[src/rtl/cpu_ctrl_fsm.sv]
// Multi-cycle control unit for the 8-bit accumulator microprocessor.
// Sequences FETCH -> DECODE -> (MEM -> (EXEC)) over the shared datapath and
// handles variable-latency memory through a ready handshake with a timeout fault.
//
// Ports:
//   clk, reset        clock; synchronous active-low reset
//   run               permits a new instruction fetch (sampled only in FETCH)
//   ir_opcode         IR opcode field
//   zero_flag         ACC == 0
//   mem_ready         memory completes the current request this cycle
//   mem_rd, mem_wr    memory request strobes
//   addr_sel          0 = PC address, 1 = IR operand address
//   ir_load, pc_inc, pc_load, acc_load, disp_load   datapath strobes
//   alu_op            0 PASS, 1 ADD, 2 SUB, 3 AND, 4 OR
//   halted, fault     terminal status
//   illegal           one-cycle pulse on an undefined opcode in DECODE
//   instr_count       retired-instruction count (wraps)
module cpu_ctrl_fsm #(
  parameter int unsigned TIMEOUT = 15,
  parameter int unsigned CNT_W   = 16
) (
  input  logic             clk,
  input  logic             reset,
  input  logic             run,
  input  logic [3:0]       ir_opcode,
  input  logic             zero_flag,
  input  logic             mem_ready,
  output logic             mem_rd,
  output logic             mem_wr,
  output logic             addr_sel,
  output logic             ir_load,
  output logic             pc_inc,
  output logic             pc_load,
  output logic             acc_load,
  output logic [2:0]       alu_op,
  output logic             disp_load,
  output logic             halted,
  output logic             fault,
  output logic             illegal,
  output logic [CNT_W-1:0] instr_count
);

  typedef enum logic [2:0] {
    StFetch, StDecode, StMem, StExec, StHalt, StFault
  } state_e;

  localparam logic [3:0] OpNop = 4'h0;
  localparam logic [3:0] OpLda = 4'h1;
  localparam logic [3:0] OpSta = 4'h2;
  localparam logic [3:0] OpAdd = 4'h3;
  localparam logic [3:0] OpSub = 4'h4;
  localparam logic [3:0] OpAnd = 4'h5;
  localparam logic [3:0] OpOr  = 4'h6;
  localparam logic [3:0] OpJmp = 4'h7;
  localparam logic [3:0] OpJz  = 4'h8;
  localparam logic [3:0] OpOut = 4'h9;
  localparam logic [3:0] OpHlt = 4'hF;

  // Count value held on the last tolerated wait cycle; one more miss faults.
  localparam logic [7:0] WaitLast = 8'(TIMEOUT - 1);

  state_e           state_q, state_d;
  logic [7:0]       wait_q, wait_d;
  logic [CNT_W-1:0] count_q, count_d;

  always_ff @(posedge clk) begin
    if (!reset) begin
      state_q <= StFetch;
      wait_q  <= '0;
      count_q <= '0;
    end else begin
      state_q <= state_d;
      wait_q  <= wait_d;
      count_q <= count_d;
    end
  end

  always_comb begin
    state_d   = state_q;
    wait_d    = wait_q;
    count_d   = count_q;
    mem_rd    = 1'b0;
    mem_wr    = 1'b0;
    addr_sel  = 1'b0;
    ir_load   = 1'b0;
    pc_inc    = 1'b0;
    pc_load   = 1'b0;
    acc_load  = 1'b0;
    alu_op    = 3'd0;
    disp_load = 1'b0;
    halted    = 1'b0;
    fault     = 1'b0;
    illegal   = 1'b0;

    unique case (state_q)
      StFetch: begin
        if (run) begin
          mem_rd = 1'b1;
          if (mem_ready) begin
            ir_load = 1'b1;
            pc_inc  = 1'b1;
            wait_d  = '0;
            state_d = StDecode;
          end else if (wait_q == WaitLast) begin
            wait_d  = '0;
            state_d = StFault;
          end else begin
            wait_d = wait_q + 8'd1;
          end
        end
      end

      StDecode: begin
        wait_d  = '0;
        state_d = StFetch;
        count_d = count_q + CNT_W'(1);
        case (ir_opcode)
          OpLda, OpSta, OpAdd, OpSub, OpAnd, OpOr: begin
            state_d = StMem;
            count_d = count_q;  // retires later, on leaving MEM/EXEC
          end
          OpJmp: pc_load   = 1'b1;
          OpJz:  pc_load   = zero_flag;
          OpOut: disp_load = 1'b1;
          OpNop: ;
          OpHlt: state_d   = StHalt;
          default: illegal = 1'b1;
        endcase
      end

      StMem: begin
        addr_sel = 1'b1;
        if (ir_opcode == OpSta) mem_wr = 1'b1;
        else                    mem_rd = 1'b1;
        if (mem_ready) begin
          wait_d = '0;
          if (ir_opcode == OpSta) begin
            state_d = StFetch;
            count_d = count_q + CNT_W'(1);
          end else begin
            state_d = StExec;
          end
        end else if (wait_q == WaitLast) begin
          wait_d  = '0;
          state_d = StFault;
        end else begin
          wait_d = wait_q + 8'd1;
        end
      end

      StExec: begin
        acc_load = 1'b1;
        case (ir_opcode)
          OpAdd:   alu_op = 3'd1;
          OpSub:   alu_op = 3'd2;
          OpAnd:   alu_op = 3'd3;
          OpOr:    alu_op = 3'd4;
          default: alu_op = 3'd0;
        endcase
        wait_d  = '0;
        state_d = StFetch;
        count_d = count_q + CNT_W'(1);
      end

      StHalt: halted = 1'b1;

      StFault: begin
        halted = 1'b1;
        fault  = 1'b1;
      end

      default: state_d = StFetch;
    endcase
  end

  assign instr_count = count_q;

endmodule

[config.mk]
export PLATFORM = sky130hd
export DESIGN_NAME = cpu_ctrl_fsm
export DESIGN_NICKNAME = d
export VERILOG_FILES = /design/src/rtl/cpu_ctrl_fsm.sv
export SDC_FILE = /design/constraint.sdc
export NUM_CORES = 1
export LEC_CHECK = 0
export CORE_ASPECT_RATIO = 1.25
export CORE_MARGIN = 2
export CORE_UTILIZATION = 53
export CTS_CLUSTER_SIZE = 20
export DETAILED_ROUTE_END_ITERATION = 8
export PLACE_DENSITY = 0.86
export RECOVER_POWER = 50
export SYNTH_ARGS = -nofsm -noshare
export SYNTH_HDL_FRONTEND = slang
export SYNTH_SLANG_ARGS = --single-unit
[constraint.sdc]
create_clock -name clk -period 3.6 [get_ports clk]
set_input_delay 0.9 -clock clk [delete_from_list [all_inputs] [get_ports clk]]
set_output_delay 0.9 -clock clk [all_outputs]
set_load 0.02 [all_outputs]
Yosys cells after proc, flatten, opt, wreduce, memory -nomap -nowiden

Cells that the tools add are included.

Output and inout port bits: 30
Input bits: 9
Register bits: 27
Word-level logic and storage cells: 72

Reduce and logical (&&, ||, !) cells: 11
Muxes and demuxes: 35
Equality and inequality tests: 20
Bitwise gates (word level): 1
Add/subtract/negate cells: 2

Operators with widths:

| operator                                                               | number |
|---|---|
| 16-bit 2-to-1 mux                                                      | 3 |
| 16-bit case mux with 3 select lines                                    | 1 |
| 8-bit 2-to-1 mux                                                       | 3 |
| 3-bit case mux with 4 select lines                                     | 2 |
| 8-bit case mux with 3 select lines                                     | 1 |
| 16-bit by 1-bit adder with 16-bit output (second input constant)       | 1 |
| 4-bit by 3-bit equality test with 1-bit output (second input constant) | 4 |
| 1-bit 2-to-1 mux                                                       | 16 |
| 3-bit 2-to-1 mux                                                       | 5 |
| 4-bit equality test (second input constant)                            | 3 |
| 11-bit OR reduction                                                    | 1 |
| 8-bit by 1-bit adder with 8-bit output (second input constant)         | 1 |
| 4-bit by 2-bit equality test with 1-bit output (second input constant) | 2 |
| 8-bit by 4-bit equality test with 1-bit output (second input constant) | 1 |
| 2-bit inequality test (second input constant)                          | 4 |
| 3-bit by 2-bit equality test with 1-bit output (second input constant) | 2 |
| 3-bit equality test (second input constant)                            | 2 |
| 3-bit case mux with 2 select lines                                     | 1 |
| 3-bit nonzero test                                                     | 2 |
| 6-bit OR reduction                                                     | 1 |
| 4-bit by 1-bit equality test with 1-bit output (second input constant) | 1 |
| 4-bit logical NOT                                                      | 1 |
| 1-bit case mux with 2 select lines                                     | 2 |
| 2-bit AND reduction                                                    | 2 |
| 6 further kinds                                                        | 7 |

Depth between registers and ports, before layout

Word-level depth: 5
Depth in mapped cells: 6
Mapped depth without buffers: 5

Worst setup path before layout

Ideal clock, no wire load.

Kind: input to output
Start: in ir_opcode[0]
End: out pc_load
Cell stages on the path: 3
Arrival time: 1.671 ns
Buffers on the path: 0
Required time: 2.700 ns
Slack: 1.029 ns
Path through: nor3_1 a31oi_1 nor2_1

Word-level cells in the longest chain between the ends: 3
Elaborated cells on any way between the ends: 4
Classes of those cells: eq/ne: 2; mux: 2

Ends and longest elaborated chain:

| item                                                                                         | line | RTL |
|---|---|---|
| start, declared                                                                              | 25   | `input logic [3:0] ir_opcode,` |
| 4-bit equality test / 4-bit by 3-bit equality test with 1-bit output (equally long branches) | 117  | `case (ir_opcode)` |
| 1-bit case mux with 2 select lines (*)                                                       | 117  |  |
| 1-bit 2-to-1 mux (*)                                                                         | 95   | `unique case (state_q)` |
| end, declared                                                                                | 33   | `output logic pc_load,` |

Every way passes the cells marked *; elsewhere a longest branch is shown, timed or not.

Worst setup path after layout

Start: in ir_opcode[3]
End: out illegal

Word-level cells in the longest chain between the ends: 4
Elaborated cells on any way between the ends: 14
Classes of those cells: eq/ne: 10; mux: 2; reduce/logical: 2

Ends and longest elaborated chain:

| item                                                                         | line | RTL |
|---|---|---|
| 4-bit by 2-bit equality test with 1-bit output, or another cell as far along | 117  |  |
| 11-bit OR reduction (no source line) (*)                                     | n/a  |  |
| 1-bit 2-to-1 mux (*)                                                         | 117  |  |
| 1-bit 2-to-1 mux (*)                                                         | 95   |  |
| end, declared                                                                | 39   | `output logic illegal,` |

Marked as above.

==> results.ini <==
[run_status]
status = completed

[synthesis]
synth_top_area_cell = dfxtp_1
synthTopCellsByArea = dfxtp_1 33%, o31ai_1 6.0%, or4_1 5.6%
syn_nets = 206
synthArstFlopShare = 0
synth_seq_cells = 27
synth_top_area_share = 0.334
synth_ff_type = dfxtp_1
ys_warn_count = 0
synthesis.area_sq_mm = 0.00162
synth_edf_count = 0
syn_inst = 194
synth_cell_type_count = 46
syn_avg_cell_area_sq_um = 8.35
synth_seq_area_share = 0.334

[worst_setup_path]
cp_max_fo = 6
worstPathArrival_ns = 2.52
crit_slowest_cell = clkdlybuf4s50_1
end_kind = output pin
reg2reg_to = instr_count[11]
worst_r2r_path_depth = 5
worstSetupStartpoint = ir_opcode[3]
crit_chain = clkdlybuf4s50_1, nand3b_1, nor3_1, clkdlybuf4s50_1
r2r_slack_ns = 1.35
crit_required_ns = 2.70
worstReg2RegStart = state_q[2]
crit_end = illegal
criticalPathCategory = primary input to output pin
cp_common_cell = clkdlybuf4s50_1
startpoint_type = primary input
critPathMaxStageDelay_ns = 0.64

[clock_network]
htree_levels = 1
path_clk_slew_ns = 0.14
clock-sinks = 27
cts_made_buffers = 3
cts_buffer_depth = 2
cts_tree = done
clock_latency_ns = 0.32
holdBufCountCts = 0
cts_root_buffer = clkbuf_4

[timing]
whs_ns = 0.488
max_slew.worst_pin.slew_ns = 1.07
final.setup.tns_ns = 0
finalHoldViolations = 0
report.final.slew_viol_count = 0
skew_ns = 0.00368
timing.fmax_mhz = 292
rsz0062_at_grt = no
setup_viol = 0
slew-limit-headroom = 0.286
setup_slack_ns = 0.177
period_needed_ns = 3.42
post-route-period-util = 0.951

[power_and_ir_drop]
power.density_mw_per_mm2 = 246
ir_drop_mv = 0.191
p_total_uw = 503
p_leak_nw = 0.720

[floorplanning]
dieWidth_microns = 53.5
design.core.area_sq_mm = 0.00292
die_h_microns = 65.8
num_io_pins = 39
start_util = 0.555
fp.dieArea_sq_mm = 0.00352
rows = 22

[detailed_routing]
drc = 0
ant_nets = 0
drt_iter0_drc = 41
drt-wirelength-per-cell_microns = 13.6
wl_mm = 3.62
firstDrtPassIters = 4
vias = 1598
via_per_inst = 6.03

[layout]
syn_to_final_growth_pct = 26.3
final_common_cell = dfxtp_1
nets = 242
drive_gt1_frac = 0.0655
n_antenna_cell = 0
final_cell_mix = 27 x dfxtp_1, 18 x dlygate4sd3_1, 17 x nor2_1, 17 x a21oi_1, 17 x clkdlybuf4s50_1

[placed_design]
hpwl_mm = 2.69
place_ws_ns = 0.0156
globalplace.congestion = 0.824
io_buffers = 38

[grt]
first_global_vias = 1487
grt_first_pass_wirelength_mm = 6.31
antenna_found_initial = 0
grt_usage = 0.231
grt-ovfl-total = 0
grt_max_degree = 32

[hold_path]
hold_class = flip-flop to flip-flop

[run]
drv_cap = 0

[cell families (layout without fill, tap and decap cells)]
family	Yosys count	count (layout)	share of synthesized area
simple gates	94	94	0.360
compound gates	45	45	0.184
flops	27	27	0.334
buf+inv	17	52	0.0556
xor+xnor	7	7	0.0378
fa+ha+maj	3	3	0.0232
mux	1	1	0.00618
[cell type report]
class                   instances  area, sq um
multi-input cells             150          990
fillers                       227          871
flip-flops and latches         27          541
repair buffers                 44          429
well taps                      36         45.0
clock buffers                   3         22.5
inverters                       4         15.0
clock inverters                 1         5.00
[metrics by stage]
step | cells | area (sq um) | util
global placement | 261 | 2020 | 0.691
global route | 265 | 2050 | 0.702
detailed placement | 261 | 2020 | 0.691
CTS | 265 | 2040 | 0.700
floorplan | 194 | 1620 | -
finish | 265 | 2050 | 0.702
[what timing repair did]
item / CTS / global route
endpoints found under the setup margin: 0 / 1
resized for setup: 0 / 3
buffers inserted: 0 / 0
[sequential cells by signal, summed over array words and instances (netlist names)]
register / count
instr_count: 16
wait_q: 8
state_q: 3
[cell usage after synthesis, types with 4 or more instances]
cell and n:
a21oi_1 17, nand2_1 10, nor2_1 17, nor3_1 4, and2_1 5, inv_1 4, o31ai_1 13, or4_1 12
dfxtp_1 27, xnor2_1 6, nand4_1 8, nand3_1 8
[worst min-delay path by stage]
stage / startpoint / slack [ns] / cells after the start / end
after floorplan: wait_q[7] / 0.46 / 2 / wait_q[7]
after detailed placement: instr_count[15] / 0.47 / 2 / instr_count[15]
after CTS: instr_count[15] / 0.49 / 2 / instr_count[15]
after global routing: wait_q[7] / 0.53 / 2 / wait_q[7]
final: instr_count[15] / 0.49 / 2 / instr_count[15]
after global placement: instr_count[15] / 0.46 / 2 / instr_count[15]
[power by group]
part / total [mW] / internal, mW / switching [mW]
clock network: 0.128 / 0.0416 / 0.0866
logic: 0.0671 / 0.0286 / 0.0385
registers: 0.307 / 0.303 / 0.00491
[critical path: cells and delay by family]
family        cells  cell delay, ns
buf+inv           2            1.25
simple gates      2            0.37
[metal layers]
| metal | vias up | track usage | part of all wire |
|---|---|---|---|
| li1 | 808 | - | - |
| met1 | 752 | 0.297 | 0.44 |
| met2 | 36 | 0.383 | 0.52 |
| met3 | 2 | 0.0407 | 0.032 |
| met4 | 0 | 0.0737 | 0.0058 |
| met5 | - | 0 | 0 |
No activity file was read; power rests on OpenSTA's default activity.
